File: src/rtl/mdu_pkg.sv
// mdu_pkg: shared definitions for the sequential multiply/divide unit.
//   - mdu_op encodings (same values the control unit emits)
//   - FSM state enum
//   - default iteration count
//   - magnitude helper for the signed divide
package mdu_pkg;

    localparam int ITER_DEF = 32;

    localparam logic [2:0] MDU_NONE  = 3'd0;
    localparam logic [2:0] MDU_MULTU = 3'd2;
    localparam logic [2:0] MDU_DIV   = 3'd3;
    localparam logic [2:0] MDU_DIVU  = 3'd4;
    localparam logic [2:0] MDU_MTHI  = 3'd5;
    localparam logic [2:0] MDU_MTLO  = 3'd6;

    typedef enum logic [1:0] {
        ST_IDLE = 2'd0,
        ST_BUSY = 2'd1,
        ST_DONE = 2'd2
    } mdu_state_e;

    // Two's-complement magnitude; 0x80000000 maps to itself, which is the
    // correct unsigned magnitude 2^31.
    function automatic logic [31:0] mag32(input logic [31:0] v);
        return v[31] ? (~v + 32'd1) : v;
    endfunction

endpackage

File: src/rtl/mdu_iter_step.sv
// mdu_iter_step: one combinational iteration of the MDU datapath.
//   is_div  in  1   1 = restoring shift-subtract, 0 = shift-add multiply
//   acc     in  32  partial product high half / partial remainder
//   mq      in  32  multiplier (shifts right) / dividend-quotient (shifts left)
//   opnd    in  32  multiplicand / divisor magnitude
//   acc_nxt out 32  next acc
//   mq_nxt  out 32  next mq
// After 32 steps {acc,mq} holds the 64-bit product, or acc=remainder and
// mq=quotient.
module mdu_iter_step (
    input  logic        is_div,
    input  logic [31:0] acc,
    input  logic [31:0] mq,
    input  logic [31:0] opnd,
    output logic [31:0] acc_nxt,
    output logic [31:0] mq_nxt
);

    logic [32:0] sum;
    logic [32:0] shl;
    logic [31:0] diff;
    logic        ge;

    always_comb begin
        sum  = {1'b0, acc} + (mq[0] ? {1'b0, opnd} : 33'd0);
        // Remainder shifted left with the next dividend bit; needs 33 bits
        // because the remainder can be as large as divisor-1.
        shl  = {acc, mq[31]};
        ge   = (shl >= {1'b0, opnd});
        // When ge holds the true difference is below the divisor, so the
        // low 32 bits are exact.
        diff = shl[31:0] - opnd;
        if (is_div) begin
            acc_nxt = ge ? diff : shl[31:0];
            mq_nxt  = {mq[30:0], ge};
        end else begin
            acc_nxt = sum[32:1];
            mq_nxt  = {sum[0], mq[31:1]};
        end
    end

endmodule

File: src/rtl/mdu_seq.sv
// mdu_seq: sequential multiply/divide unit with architectural HI/LO.
//   clk, rst_n      clock, async active-low reset
//   op_valid        current instruction carries an MDU op
//   mdu_op[2:0]     0 none, 2 multu, 3 div, 4 divu, 5 mthi, 6 mtlo
//   rs_data, rt_data  operands (rs also the source of mthi/mtlo)
//   stall           hold PC/instruction
//   busy, done      BUSY state / one-cycle DONE pulse
//   hi, lo          HI/LO registers
// Optional: MDU_MULTU_FAST_EN makes multu a single-edge combinational
// multiply with no stall; divides are always iterative.
module mdu_seq
    import mdu_pkg::*;
#(
    parameter int ITER = ITER_DEF
) (
    input  logic        clk,
    input  logic        rst_n,
    input  logic        op_valid,
    input  logic [2:0]  mdu_op,
    input  logic [31:0] rs_data,
    input  logic [31:0] rt_data,
    output logic        stall,
    output logic        busy,
    output logic        done,
    output logic [31:0] hi,
    output logic [31:0] lo
);

    localparam int            CW   = (ITER > 1) ? $clog2(ITER) : 1;
    localparam logic [CW-1:0] LAST = CW'(ITER - 1);

    mdu_state_e    state_q, state_d;
    logic [CW-1:0] cnt_q;
    logic          is_div_q, q_neg_q, r_neg_q;
    logic [31:0]   acc_q, mq_q, opnd_q;
    logic [31:0]   acc_nxt, mq_nxt;
    logic [31:0]   hi_q, lo_q;

    logic [2:0] op_sel;
    logic       is_mul, is_dv, div_zero, long_op;
    logic       start, dz_load, finish, mv_hi, mv_lo;

    // Unknown codes collapse to none.
    always_comb begin
        op_sel   = op_valid ? mdu_op : MDU_NONE;
        is_mul   = (op_sel == MDU_MULTU);
        is_dv    = (op_sel == MDU_DIV) || (op_sel == MDU_DIVU);
        div_zero = is_dv && (rt_data == 32'd0);
`ifdef MDU_MULTU_FAST_EN
        long_op  = is_dv;
`else
        long_op  = is_dv || is_mul;
`endif
    end

`ifdef MDU_MULTU_FAST_EN
    logic        fast_mul;
    logic [63:0] prod;
    assign prod = 64'(rs_data) * 64'(rt_data);
`endif

    always_ff @(posedge clk or negedge rst_n) begin
        if (!rst_n) state_q <= ST_IDLE;
        else        state_q <= state_d;
    end

    always_comb begin
        state_d = state_q;
        stall   = 1'b0;
        start   = 1'b0;
        dz_load = 1'b0;
        finish  = 1'b0;
        mv_hi   = 1'b0;
        mv_lo   = 1'b0;
`ifdef MDU_MULTU_FAST_EN
        fast_mul = 1'b0;
`endif
        case (state_q)
            ST_IDLE: begin
                if (long_op) begin
                    stall = 1'b1;
                    // Divide by zero skips iteration: result lands at this edge.
                    if (div_zero) begin
                        dz_load = 1'b1;
                        state_d = ST_DONE;
                    end else begin
                        start   = 1'b1;
                        state_d = ST_BUSY;
                    end
                end else if (op_sel == MDU_MTHI) begin
                    mv_hi = 1'b1;
                end else if (op_sel == MDU_MTLO) begin
                    mv_lo = 1'b1;
                end
`ifdef MDU_MULTU_FAST_EN
                else if (is_mul) begin
                    fast_mul = 1'b1;
                end
`endif
            end
            ST_BUSY: begin
                stall = 1'b1;
                if (cnt_q == LAST) begin
                    finish  = 1'b1;
                    state_d = ST_DONE;
                end
            end
            // The instruction still presented here is the one just executed;
            // op_valid is ignored so it cannot restart.
            ST_DONE: state_d = ST_IDLE;
            default: state_d = ST_IDLE;
        endcase
    end

    assign busy = (state_q == ST_BUSY);
    assign done = (state_q == ST_DONE);

    mdu_iter_step u_step (
        .is_div  (is_div_q),
        .acc     (acc_q),
        .mq      (mq_q),
        .opnd    (opnd_q),
        .acc_nxt (acc_nxt),
        .mq_nxt  (mq_nxt)
    );

    // Operand/iteration registers. Loaded only on the accept edge, so input
    // changes during BUSY are invisible.
    always_ff @(posedge clk or negedge rst_n) begin
        if (!rst_n) begin
            cnt_q    <= '0;
            is_div_q <= 1'b0;
            q_neg_q  <= 1'b0;
            r_neg_q  <= 1'b0;
            acc_q    <= '0;
            mq_q     <= '0;
            opnd_q   <= '0;
        end else if (start) begin
            cnt_q    <= '0;
            is_div_q <= is_dv;
            q_neg_q  <= (op_sel == MDU_DIV) && (rs_data[31] ^ rt_data[31]);
            r_neg_q  <= (op_sel == MDU_DIV) && rs_data[31];
            acc_q    <= '0;
            if (op_sel == MDU_DIV) begin
                mq_q   <= mag32(rs_data);
                opnd_q <= mag32(rt_data);
            end else if (is_dv) begin
                mq_q   <= rs_data;
                opnd_q <= rt_data;
            end else begin
                mq_q   <= rt_data;
                opnd_q <= rs_data;
            end
        end else if (state_q == ST_BUSY) begin
            cnt_q <= cnt_q + 1'b1;
            acc_q <= acc_nxt;
            mq_q  <= mq_nxt;
        end
    end

    // HI/LO: written only by a completed op, divide-by-zero or a move, so a
    // reset mid-iteration leaves no partial result.
    always_ff @(posedge clk or negedge rst_n) begin
        if (!rst_n) begin
            hi_q <= '0;
            lo_q <= '0;
        end else if (dz_load) begin
            hi_q <= rs_data;
            lo_q <= 32'hFFFF_FFFF;
        end else if (finish) begin
            if (is_div_q) begin
                lo_q <= q_neg_q ? (~mq_nxt + 32'd1)  : mq_nxt;
                hi_q <= r_neg_q ? (~acc_nxt + 32'd1) : acc_nxt;
            end else begin
                hi_q <= acc_nxt;
                lo_q <= mq_nxt;
            end
        end else if (mv_hi) begin
            hi_q <= rs_data;
        end else if (mv_lo) begin
            lo_q <= rs_data;
        end
`ifdef MDU_MULTU_FAST_EN
        else if (fast_mul) begin
            hi_q <= prod[63:32];
            lo_q <= prod[31:0];
        end
`endif
    end

    assign hi = hi_q;
    assign lo = lo_q;

endmodule
File: config.mk
export PLATFORM = sky130hd
export DESIGN_NAME = mdu_seq
export DESIGN_NICKNAME = d
export VERILOG_FILES = /design/src/rtl/mdu_pkg.sv /design/src/rtl/mdu_iter_step.sv /design/src/rtl/mdu_seq.sv
export SDC_FILE = /design/constraint.sdc
export NUM_CORES = 1
export LEC_CHECK = 0
export CORE_AREA = 4 4 175 177
export DETAILED_ROUTE_END_ITERATION = 10
export DIE_AREA = 0 0 179 181
export DONT_BUFFER_PORTS = 1
export PLACE_DENSITY_LB_ADDON = 0.05
export SYNTH_ARGS = -nofsm -noshare
export SYNTH_HDL_FRONTEND = slang
export SYNTH_HIERARCHICAL = 1
export SYNTH_SLANG_ARGS = --single-unit
export TNS_END_PERCENT = 30
File: constraint.sdc
create_clock -name clk -period 12.3 [get_ports clk]
set_input_delay 1.23 -clock clk [delete_from_list [all_inputs] [get_ports clk]]
set_output_delay 1.23 -clock clk [all_outputs]
set_load 0.005 [all_outputs]
==> results.json <==
{
  "first_iter_violations": 1839,
  "instances_no_fill": 2344,
  "dp_hpwl_microns": 44000,
  "initial_core_util": 0.541,
  "yosys_warnings": 6,
  "hold_viol_final": 0,
  "wirelength_microns": 60400,
  "post-route-min-period_ns": 5.91,
  "wl_per_cell_microns": 25.8,
  "power.switching_mw": 2.95,
  "pwr_density_cell_nw_per_um2": 334,
  "core_area_sq_um": 29200,
  "syn_inst": 2040,
  "syn_nets": 2182,
  "end_kind": "flop",
  "multi_input_area_sq_um": 10800,
  "reg2reg_depth": 18,
  "placed_cells": 2313,
  "cts_inserted_buffers": 17,
  "drive_above_1_share": 0.0686,
  "drv_slew": 0,
  "ant_nets": 0,
  "ys.flop_type": "dfrtp_1",
  "ctsResizeCount": 0,
  "final_area_sq_um": 16500,
  "rows": 63,
  "cts.path.max_buffers": 2,
  "crit_chain": "and2_1, ha_1, fa_1, a21o_1, nand3_1, o211a_1, a2111oi_2, o41a_1, o21ai_2, a31oi_1, xnor2_1, o21ai_1, or4_1, or3_1, nor4_1, a31oi_1, xnor2_1, o21ai_0",
  "setup_viol": 0,
  "clockPowerShare": 0.097,
  "syn_avg_cell_area_sq_um": 7.76,
  "ctsHoldBuffers": 0,
  "synthTopCellsByArea": "dfrtp_1, a21oi_1, nand2_1, ha_1, xnor2_1",
  "r2r_setup_slack_ns": 6.39,
  "finalNetCount": 2084,
  "synthToLayoutAreaGrowth_pct": 4.02,
  "slew_headroom": 0.203,
  "fillers": 2819,
  "internal_power_mw": 2.56,
  "htreeDepth": 4,
  "dr.pass1.iters": 5,
  "ys_seq_area_frac": 0.269,
  "peakVddDrop_uv": 200,
  "clkTransAtPathRegs_ns": 0.07,
  "worstSkewPairLatency_ns": 0.46,
  "fin_crit_sh": 0.481,
  "synth-edff-count": 0,
  "crit_required_ns": 12.68,
  "clock-sinks": 170,
  "antennaDiodeCount": 0,
  "cts_tree": "yes",
  "antenna_found_initial": 1,
  "grt_max_degree": 171,
  "seqPwrFrac": 0.213,
  "worst_slack_ns": 6.39,
  "synth-seq-cells": 170,
  "drc_errors": 0,
  "synth.largest_area_cell": "dfrtp_1",
  "grt_pass1_wl_microns": 92800,
  "worst_setup_path_start_kind": "flop",
  "vias": 15905,
  "regArea_sq_um": 4260,
  "post-place-ws_ns": 6.48,
  "synth_top_cell_area_share": 0.269,
  "drt-vias-per-instance": 6.79,
  "outcome": "complete, no violations",
  "switching_share": 0.535,
  "tightest_slew_ns": 1.18,
  "grt_pass1_vias": 15095,
  "cap_viol_max_count": 0,
  "crit_slowest_cell": "dfrtp_1",
  "power.total_mw": 5.51,
  "clockRootBuffer": "clkbuf_16",
  "mappedNetlistArea_sq_um": 15800,
  "async_flop_share": 1.00,
  "die-width_microns": 179,
  "crit_fanout": 34,
  "worstPathArrival_ns": 6.29,
  "place_area_sq_um": 15900,
  "rsz0062_at_grt": "false",
  "hold_path.class": "in -> async",
  "die_area_sq_um": 32400,
  "die_height_microns": 181,
  "cpPeakStageDelay_ns": 1.06,
  "post_cts_buffers": 0,
  "crit_type": "reg -> reg",
  "final_core_utilization": 0.563,
  "hold_slack_ns": 0.461,
  "setup_tns_ns": 0,
  "finalClockSkew_ns": 0.0112,
  "power_frac_comb": 0.690,
  "grt.overflow.total": 0,
  "p_leak_nw": 6.79,
  "timing.fmax_ghz": 0.169,
  "io_buffers": 0,
  "place.gp.congestion": 0.965,
  "synth_cell_type_count": 94,
  "gr-usage-all-layers": 0.371,
  "io_pins": 137
}
## synth_stat cells, drive strengths merged, types with 6 or more instances
cell and number:
clkbuf 101, a31oi 45, nand2 262, or3 25, nor3b 8, mux2i 52, o22ai 18, a22oi 30
a211oi 12, nor2b 6, nor2 155, a221o 13, o2bb2ai 9, or2 11, o31a 7, nand4b 6
nand2b 17, a21oi 208, a21o 49, o31ai 34, o211ai 21, or4 19, o41ai 10, nand3 37
nand4 18, o311ai 7, mux2 33, o21ai 138, and2 41, ha 70, xor2 45, buf 36
o21a 8, o221ai 14, xnor2 71, and3 16, nor3 48, nor4 27, inv 66, dfrtp 170
## cells in the final DEF (no fill, tap or decap), types with 10 or more instances in the layout
master / n
a211oi_1: 11
a21o_1: 49
a21oi_1: 208
a221o_1: 13
a22oi_1: 30
a31oi_1: 41
and2_1: 39
and3_1: 14
buf_4: 20
clkbuf_16: 17
dfrtp_1: 169
ha_1: 70
inv_1: 65
mux2_2: 31
mux2i_1: 52
nand2_1: 261
nand2b_1: 16
nand3_1: 36
nand4_1: 18
nor2_1: 153
nor3_1: 47
nor4_1: 24
o211ai_1: 18
o21ai_0: 120
o21ai_1: 15
o221ai_1: 14
o22ai_1: 18
o31ai_1: 32
or2_2: 10
or3_1: 25
or4_1: 17
xnor2_1: 71
xor2_1: 45
## area by class of cell
cell class	instances	share of cell area
multi-input combinational	1666	0.654
sequential	170	0.259
tap	390	0.0296
clock buffer	22	0.0282
inverter	67	0.0156
timing repair buffer	20	0.00912
clock inverter	9	0.00502
## power groups by stage
stage	combinational, mW	sequential, mW	clock [mW]
2_1_floorplan	2.86	1.01	0
3_3_place_gp	3.68	1.17	0
3_5_place_dp	3.71	1.17	0
4_1_cts	3.74	1.16	0.539
5_1_grt	4.15	1.20	0.566
6_report	3.80	1.17	0.535
## registers in the layout, summed over array words and instances, names as in the netlist
name,flops
q_neg_q,1
mq_q,32
opnd_q,32
cnt_q,5
lo,32
acc_q,32
is_div_q,1
r_neg_q,1
hi,32
state_q,2
## logic make-up after synthesis
| family | synth area share |
|---|---|
| AO/OA/AOI/OAI | 0.281 |
| multiplexers | 0.0564 |
| adder cells (fa/ha/maj) | 0.0579 |
| XOR/XNOR | 0.0642 |
| buffers and inverters | 0.0544 |
| flip-flops | 0.269 |
| AND/OR/NAND/NOR | 0.218 |
## worst max-delay path, delay by kind of cell, from the launching register on
kind	cells	cell delay (ns)
AO/OA/AOI/OAI	9	1.93
XOR/XNOR	2	0.31
flip-flops	1	1.06
adder cells (fa/ha/maj)	2	0.46
AND/OR/NAND/NOR	5	2.06
## final timing paths
kind	to	startpoint
max reg2reg	hi[28]	mq_q[0]
max	hi[28]	mq_q[0]
min	cnt_q[3]	rst_n
min in group clk	hi[13]	hi[13]
min reg2reg	hi[13]	hi[13]
max in group asynchronous	mq_q[10]	rst_n
## routing by layer
metal / wire, microns / track usage / share of wire / vias up
met1: 24100 / 0.482 / 0.40 / 7673
met5: 13 / 0 / 0.00022 / -
li1: - / - / - / 7304
met4: 3740 / 0.193 / 0.062 / 2
met3: 5050 / 0.0762 / 0.084 / 167
met2: 27500 / 0.582 / 0.46 / 759
Note: power is estimated with default switching activity, not from simulation.
